<file path="config.mk">
export PLATFORM = sky130hd
export DESIGN_NAME = rom_burst_arbiter
export DESIGN_NICKNAME = d
export VERILOG_FILES = /design/src/rtl/rom_ctrl_pkg.sv /design/src/rtl/rr_arbiter2.sv /design/src/rtl/rom_burst_arbiter.sv
export SDC_FILE = /design/constraint.sdc
export NUM_CORES = 1
export LEC_CHECK = 0
export CAP_MARGIN = 10
export CORE_MARGIN = 2
export CORE_UTILIZATION = 40
export CTS_BUF_LIST = sky130_fd_sc_hd__clkbuf_16
export DETAILED_ROUTE_END_ITERATION = 6
export PLACE_DENSITY = 0.73
export SLEW_MARGIN = 20
export SYNTH_ARGS = -nofsm -noshare
export SYNTH_HDL_FRONTEND = slang
export SYNTH_HIERARCHICAL = 1
export SYNTH_SLANG_ARGS = --single-unit
</file>
<file path="constraint.sdc">
create_clock -name clk -period 2.25 [get_ports clk]
set_input_delay 0.225 -clock clk [delete_from_list [all_inputs] [get_ports clk]]
set_output_delay 0.225 -clock clk [all_outputs]
set_load 0.02 [all_outputs]
</file>
<file path="src/rtl/rom_ctrl_pkg.sv">
// rtl/rom_ctrl_pkg.sv - shared types and defaults for the ROM burst arbiter
package rom_ctrl_pkg;

    localparam int ADDR_W_DEF = 8;
    localparam int DATA_W_DEF = 8;
    localparam int LEN_W_DEF  = 8;

    typedef enum logic [1:0] {
        IDLE  = 2'd0,
        BURST = 2'd1,
        DRAIN = 2'd2
    } state_t;

    localparam logic ID_REQ0 = 1'b0;
    localparam logic ID_REQ1 = 1'b1;

endpackage

</file>
<file path="src/rtl/rr_arbiter2.sv">
// rtl/rr_arbiter2.sv - two-input round-robin arbiter with advance strobe
module rr_arbiter2
    import rom_ctrl_pkg::*;
(
    input  logic       clk,
    input  logic       rst_n,
    input  logic [1:0] req,
    input  logic       advance,
    output logic [1:0] grant,
    output logic       ptr
);

    // ptr names the requester that wins a tie
    always_comb begin
        grant = req;
        if (req == 2'b11) begin
            grant = (ptr == ID_REQ1) ? 2'b10 : 2'b01;
        end
    end

    always_ff @(posedge clk or negedge rst_n) begin
        if (!rst_n) begin
            ptr <= ID_REQ0;
        end else if (advance && (grant != 2'b00)) begin
            ptr <= grant[0] ? ID_REQ1 : ID_REQ0;
        end
    end

endmodule

</file>
<file path="src/rtl/rom_burst_arbiter.sv">
// rtl/rom_burst_arbiter.sv - round-robin burst reader sharing one ROM between two requesters
module rom_burst_arbiter
    import rom_ctrl_pkg::*;
#(
    parameter int ADDR_W = ADDR_W_DEF,
    parameter int DATA_W = DATA_W_DEF,
    parameter int LEN_W  = LEN_W_DEF
) (
    input  logic              clk,
    input  logic              rst_n,
    input  logic              req0,
    input  logic [ADDR_W-1:0] start0,
    input  logic [LEN_W-1:0]  len0,
    output logic              gnt0,
    input  logic              req1,
    input  logic [ADDR_W-1:0] start1,
    input  logic [LEN_W-1:0]  len1,
    output logic              gnt1,
    output logic [ADDR_W-1:0] rom_addr,
    input  logic [DATA_W-1:0] rom_data,
    output logic              out_valid,
    input  logic              out_ready,
    output logic [DATA_W-1:0] out_data,
    output logic              out_id,
    output logic              out_last,
    output logic              busy
);

    state_t            state_q, state_d;
    logic [LEN_W-1:0]  rem_q;
    logic [1:0]        grant;
    logic              arb_ptr;
    logic              grant_take;
    logic              load_word;
    logic              drain_done;
    logic              owner;

    rr_arbiter2 u_arb (
        .clk     (clk),
        .rst_n   (rst_n),
        .req     ({req1, req0}),
        .advance (grant_take),
        .grant   (grant),
        .ptr     (arb_ptr)
    );

    // The pointer flips away from the winner at grant time and only moves in IDLE,
    // so during a burst the owner is always the requester it does not favour.
    assign owner = (arb_ptr == ID_REQ1) ? ID_REQ0 : ID_REQ1;
    assign busy  = (state_q != IDLE);

    always_ff @(posedge clk or negedge rst_n) begin
        if (!rst_n) begin
            state_q <= IDLE;
        end else begin
            state_q <= state_d;
        end
    end

    always_comb begin
        state_d    = state_q;
        grant_take = 1'b0;
        load_word  = 1'b0;
        drain_done = 1'b0;
        case (state_q)
            IDLE: begin
                if (grant != 2'b00) begin
                    grant_take = 1'b1;
                    state_d    = BURST;
                end
            end
            BURST: begin
                if (!out_valid || out_ready) begin
                    load_word = 1'b1;
                    if (rem_q == '0) begin
                        state_d = DRAIN;
                    end
                end
            end
            DRAIN: begin
                if (out_valid && out_ready) begin
                    drain_done = 1'b1;
                    state_d    = IDLE;
                end
            end
            default: state_d = IDLE;
        endcase
    end

    always_ff @(posedge clk or negedge rst_n) begin
        if (!rst_n) begin
            gnt0      <= 1'b0;
            gnt1      <= 1'b0;
            rom_addr  <= '0;
            rem_q     <= '0;
            out_valid <= 1'b0;
            out_data  <= '0;
            out_id    <= 1'b0;
            out_last  <= 1'b0;
        end else begin
            gnt0 <= grant_take & grant[0];
            gnt1 <= grant_take & grant[1];
            if (grant_take) begin
                rom_addr <= grant[1] ? start1 : start0;
                rem_q    <= grant[1] ? len1 : len0;
            end
            if (load_word) begin
                out_valid <= 1'b1;
                out_data  <= rom_data;
                out_id    <= owner;
                out_last  <= (rem_q == '0);
                if (rem_q != '0) begin
                    rom_addr <= rom_addr + ADDR_W'(1);
                    rem_q    <= rem_q - LEN_W'(1);
                end
            end
            if (drain_done) begin
                out_valid <= 1'b0;
                out_last  <= 1'b0;
            end
        end
    end

endmodule

</file>
-- Yosys cells after proc, flatten, opt, wreduce, memory -nomap -nowiden
Cells that the tools add are included.
- register bits after elaboration: 32
- output and inout port bits: 22
- bits of input ports: 45
- word-level logic and storage cells: 59
- eq/ne operators: 7
- multiplexer cells: 27
- bitwise logic cells: 2
- reductions and logical operators: 11
- add/sub/neg operators: 2
- operators by type and width (cell ; number):
    $mux 8 ; 8
    $mux 1 ; 12
    $mux 2 ; 6
    $add 8x1->8 const B ; 1
    $logic_not 8->1 ; 1
    $ne 2x2->1 const B ; 4
    $reduce_bool 8->1 ; 1
    $sub 8x1->8 const B ; 1
    $pmux 2 s3 ; 1
    $reduce_bool 2->1 ; 3
    $eq 2x2->1 const B ; 2
    $reduce_and 4->1 ; 1
    $and 1x1->1 ; 2
    $eq 2x1->1 const B ; 1
    $logic_and 1x1->1 ; 2
    $logic_not 2->1 ; 1
    $logic_not 1->1 ; 1
    $logic_or 1x1->1 ; 1

-- Depth between registers and ports, before layout
- depth after elaboration: 8
- depth in mapped cells: 8
- gate-level depth less buffers: 6

-- By module
The synthesis kept the hierarchy.
- by module, submodules not included (module ; cells each ; area an instance (µm²) ; times used ; seq. area each (µm²)):
    rom_burst_arbiter ; 189 ; 1761.7 ; 1 ; 775.7
    rr_arbiter2 ; 6 ; 55.1 ; 1 ; 25.0

-- Worst setup path after synthesis
OpenSTA, ideal clock, no wires.
- kind: register -> register
- start point: register rem_q[0]
- end point: register rem_q[6]
- path slack: 306 ps
- buffers on the path: 1
- required time: 2124 ps
- stages on the path, launching flop included: 8
- setup time: 126 ps
- arrival: 1818 ps
- period minus slack after synthesis: 1944 ps
- cell sequence: dfrtp_1 > inv_1 > ha_1 > or3b_2 > o211a_1 > buf_6 > or3_1 > o311a_1
- word-level cells in the longest chain between the ends: 3
- elaborated cells on any way between the ends: 4
- those cells by class: 1 x add/sub; 2 x mux; 1 x reduce/logical
- ends and longest elaborated chain (what ; line ; source):
    start: declaration ; rom_burst_arbiter.sv:30 ; logic [LEN_W-1:0] rem_q;
    start signal: assignment ; rom_burst_arbiter.sv:105 ; rem_q <= grant[1] ? len1 : len0;
    start signal: assignment ; rom_burst_arbiter.sv:114 ; rem_q <= rem_q - LEN_W'(1);
    $sub 8x1->8 / $reduce_bool 8->1 (equally long branches) ; rom_burst_arbiter.sv:114, rom_burst_arbiter.sv:112 ;
    $mux 8 (*) ; rom_burst_arbiter.sv:112 ; if (rem_q != '0) begin
    $mux 8 (*) ; rom_burst_arbiter.sv:107 ; if (load_word) begin
Mark *: on every way between the ends. The rest lies on a longest branch, timed or not.
A chain may end at the register's enable or synchronous reset.

-- Final worst setup path
- start point: register rem_q[1]
- end point: register rom_addr[2]
- word-level cells in the longest chain between the ends: 3
- ends and longest elaborated chain (what ; line ; source):
    $reduce_bool 8->1 ; rom_burst_arbiter.sv:112 ;
    $mux 8 ; rom_burst_arbiter.sv:112 ;
    $mux 8 ; rom_burst_arbiter.sv:107 ;
    end signal: assignment ; rom_burst_arbiter.sv:104 ; rom_addr <= grant[1] ? start1 : start0;
    end signal: assignment ; rom_burst_arbiter.sv:113 ; rom_addr <= rom_addr + ADDR_W'(1);
    end: declaration ; rom_burst_arbiter.sv:19 ; output logic [ADDR_W-1:0] rom_addr,
No other way between the ends.

==> impl_metrics.yaml <==
clocking:
  cts_sinks: 32
  cts_buffer_depth: 2
  h-tree-depth: 2
  clock-root-buffer: "clkbuf_16"
  clk_latency_ns: 0.27
  cts_buffers: 5
  cts_tree: "built"
  cts.clk_slew.worst_paths_ns: 0.05
logic_synthesis:
  async_flop_share_pct: 100
  synth_simple_gate_area_share_pct: 21.6
  yosys-top-cells-count: "34 x nand2_1, 32 x dfrtp_1, 15 x mux2i_1, 14 x nor2_1, 13 x nor3_1"
  yosys.area.top_type: "dfrtp_1"
  syn-num-nets: 243
  synth_seq_area_share_pct: 44.1
  synth.most_common_cell: "nand2_1"
  syn_area_um2: 1820
  synth-edff-count: 0
  synth_top_family_by_area: "simple AND/OR/NAND/NOR gates"
  yosysWarnings: 6
  yosys-mux-area-fraction_pct: 12.0
  synth_top_flop_cell: "dfrtp_1"
  synth_top_area_share_pct: 44.1
  synthAdderAreaFrac_pct: 2.07
  yosys.area_share.xor_xnor_pct: 1.45
  ys_seq_elements: 32
  synth_cell_types: 45
  synth_compound_area_share_pct: 14.6
  syn_inst: 195
  avgSynthCellArea_um2: 9.32
  ys_top_cells_by_area: "dfrtp_1 44%, mux2i_1 8.3%, nand2_1 7.0%"
critical_path:
  rr_endpoint: "rom_addr[2]$_DFF_PN0_"
  worst_setup_path_start_kind: "flop"
  critical_path_depth: 7
  worstPathMaxFanout: 9
  worstSetupPathType: "flop to flop"
  crit_arrival_ns: 2.25
  reg2reg_depth: 7
  crit_family: "simple AND/OR/NAND/NOR gates"
  worstSetupEndpointType: "flop"
  path_buf_inv: 2
  slowest_delay_ns: 0.48
  crit_chain: "inv_1, ha_1, or3b_2, o211a_4, buf_12, a32o_1, nor3_1"
  critPathRequiredTime_ns: 2.44
  cp-startpoint: "rem_q[1]$_DFF_PN0_"
  crit_path_end: "rom_addr[2]$_DFF_PN0_"
  r2r-start: "rem_q[1]$_DFF_PN0_"
  crit_path_top_delay_cell: "or3b_2"
  r2r_slack_ns: 0.19
global_route:
  overflow: 0
  grt_usage_pct: 19.1
  antenna_found_initial: 0
  grt_pass1_wl_um: 7780
  grt_pass1_vias: 1726
  grt_max_degree: 33
cells_and_area:
  syn2layout_area_growth_pct: 51.5
  multi_input_area_um2: 950
  final_nets: 321
  drive_above_1_share_pct: 10.9
  finish.utilization_pct: 63.2
  seqCellArea_um2: 801
  n_fill_cell: 390
  fin_area_um2: 2750
  n_antenna_cell: 0
die:
  die-area_um2: 5100
  die_w_um: 71.4
  core_area_um2: 4350
  die_h_um: 71.4
  io_pins: 67
  start_util_pct: 41.7
  fp-row-count: 24
sta:
  fin_crit_ns: 2.06
  slew_viol_final: 0
  period_share_pct: 91.5
  setup_violations: 0
  fmax_ghz: 0.485
  final.setup.tns_ns: 0
  hold_violations: 0
  worstMarginPinSlew_ns: 0.417
  layout_setup_ws_ns: 0.190
  finalClockSkew_ns: 0.00280
  rsz0062_at_grt: "false"
  max_slew_margin_pct: 72.2
  timing.hold.ws_ns: 0.357
place:
  routabilityCongestion: 0.816
  dp.final_hpwl_um: 3350
  numPortBuffers: 66
  pre_cts_slack_ns: 0.132
  placed_area_um2: 2610
routing:
  postRouteAntennaNets: 0
  wl_um: 4490
  vias: 1752
  vias_per_cell: 5.37
  wl_per_cell_um: 13.8
  drt_iter0_drc: 86
  drt_pass1_iterations: 4
  drcViolationCount: 0
power:
  p_sw_share_pct: 36.2
  power_frac_comb_pct: 42.6
  power.share.clock_pct: 22.0
  p_seq_share_pct: 35.5
  intPower_w: 0.00178
  power_switching_w: 0.00101
  p_leak_nw: 1.18
  power.density_nw_per_um2: 1020
  peakVddDrop_uv: 505
run:
  maxCapViolCount: 0
hold_path:
  hold_class: "input pin to async pin"
outcome:
  status: "finished, final reports clean"
final cells by class:
class | instances | area share (%)
clock inverters | 3 | 0.409
flip-flops and latches | 32 | 29.1
repair buffers | 79 | 28.0
well taps | 52 | 2.36
clock buffers | 5 | 4.55
inverters | 8 | 1.09
multi-input cells | 147 | 34.5
power groups by stage:
stage	clock network [W]	logic, W	registers, W
2_1_floorplan	0	0.000561	0.00109
4_1_cts	0.000629	0.00120	0.000988
5_1_grt	0.000652	0.00132	0.00103
6_report	0.000614	0.00119	0.000993
3_5_place_dp	0	0.00119	0.000994
3_3_place_gp	0	0.00117	0.000981
flip-flops by register name, indices dropped and copies added, names as in the netlist:
signal	cells
u_arb/ptr	1
rom_addr	8
out_data	8
out_last	1
gnt0	1
state_q	2
out_valid	1
out_id	1
gnt1	1
rem_q	8
per-stage QoR:
stage,power (W),cells
5_1_grt,0.00300,326
3_3_place_gp,0.00215,318
6_report,0.00280,326
4_1_cts,0.00282,326
2_1_floorplan,0.00165,195
3_5_place_dp,0.00219,318
worst min path at each step:
stage | cells past startpoint | slack [ns] | endpoint
finish | 2 | 0.36 | out_valid$_DFFE_PN0P_
global placement | 2 | 0.46 | out_data[2]$_DFFE_PN0P_
detailed placement | 2 | 0.47 | out_data[0]$_DFFE_PN0P_
floorplan | 0 | -0.07 | gnt0$_DFF_PN0_
global route | 2 | 0.41 | out_valid$_DFFE_PN0P_
CTS | 2 | 0.38 | rem_q[7]$_DFF_PN0_
logic make-up after synthesis:
logic type / Yosys count
compound gates: 37
mux: 21
simple gates: 83
flops: 32
fa+ha+maj: 3
xor+xnor: 3
buf+inv: 16
worst register-to-register path: stages, from the launching register on:
cell     delay (ns)
dfrtp_1        0.41
inv_1          0.09
ha_1           0.13
or3b_2         0.48
o211a_4        0.29
buf_12         0.14
a32o_1         0.25
nor3_1         0.17
what timing repair did:
action	CTS	global route
buffers inserted	0	0
gates resized for setup	0	2
hold buffers	0	0
setup endpoints to repair	0	1
cells in the final DEF, fill, tap and decap left out, types with 3 or more instances in the layout:
cell type and count:
a32o_1 3, clkbuf_16 5, buf_4 12, nand2_1 34, mux2i_1 15, mux2_2 6, a211oi_1 4, a21oi_1 5
inv_1 10, o21ai_0 5, a31oi_1 3, dfrtp_1 32, nor2b_1 3, nor3_1 13, clkdlybuf4s50_1 66, ha_1 3
o22ai_1 3, or3_1 3, nor2_1 14
routing by layer:
metal  wire length (um)  track usage (%)  up-vias  part of all wire, %
met4                 46             6.29        0                  1.0
met2               2160             30.2       57                   48
li1                   -                -      857                    -
met3                301             5.06        6                  6.7
met5                  0                0        -                    0
met1               1980             25.4      832                   44
Note: power is estimated with default switching activity, not from simulation.
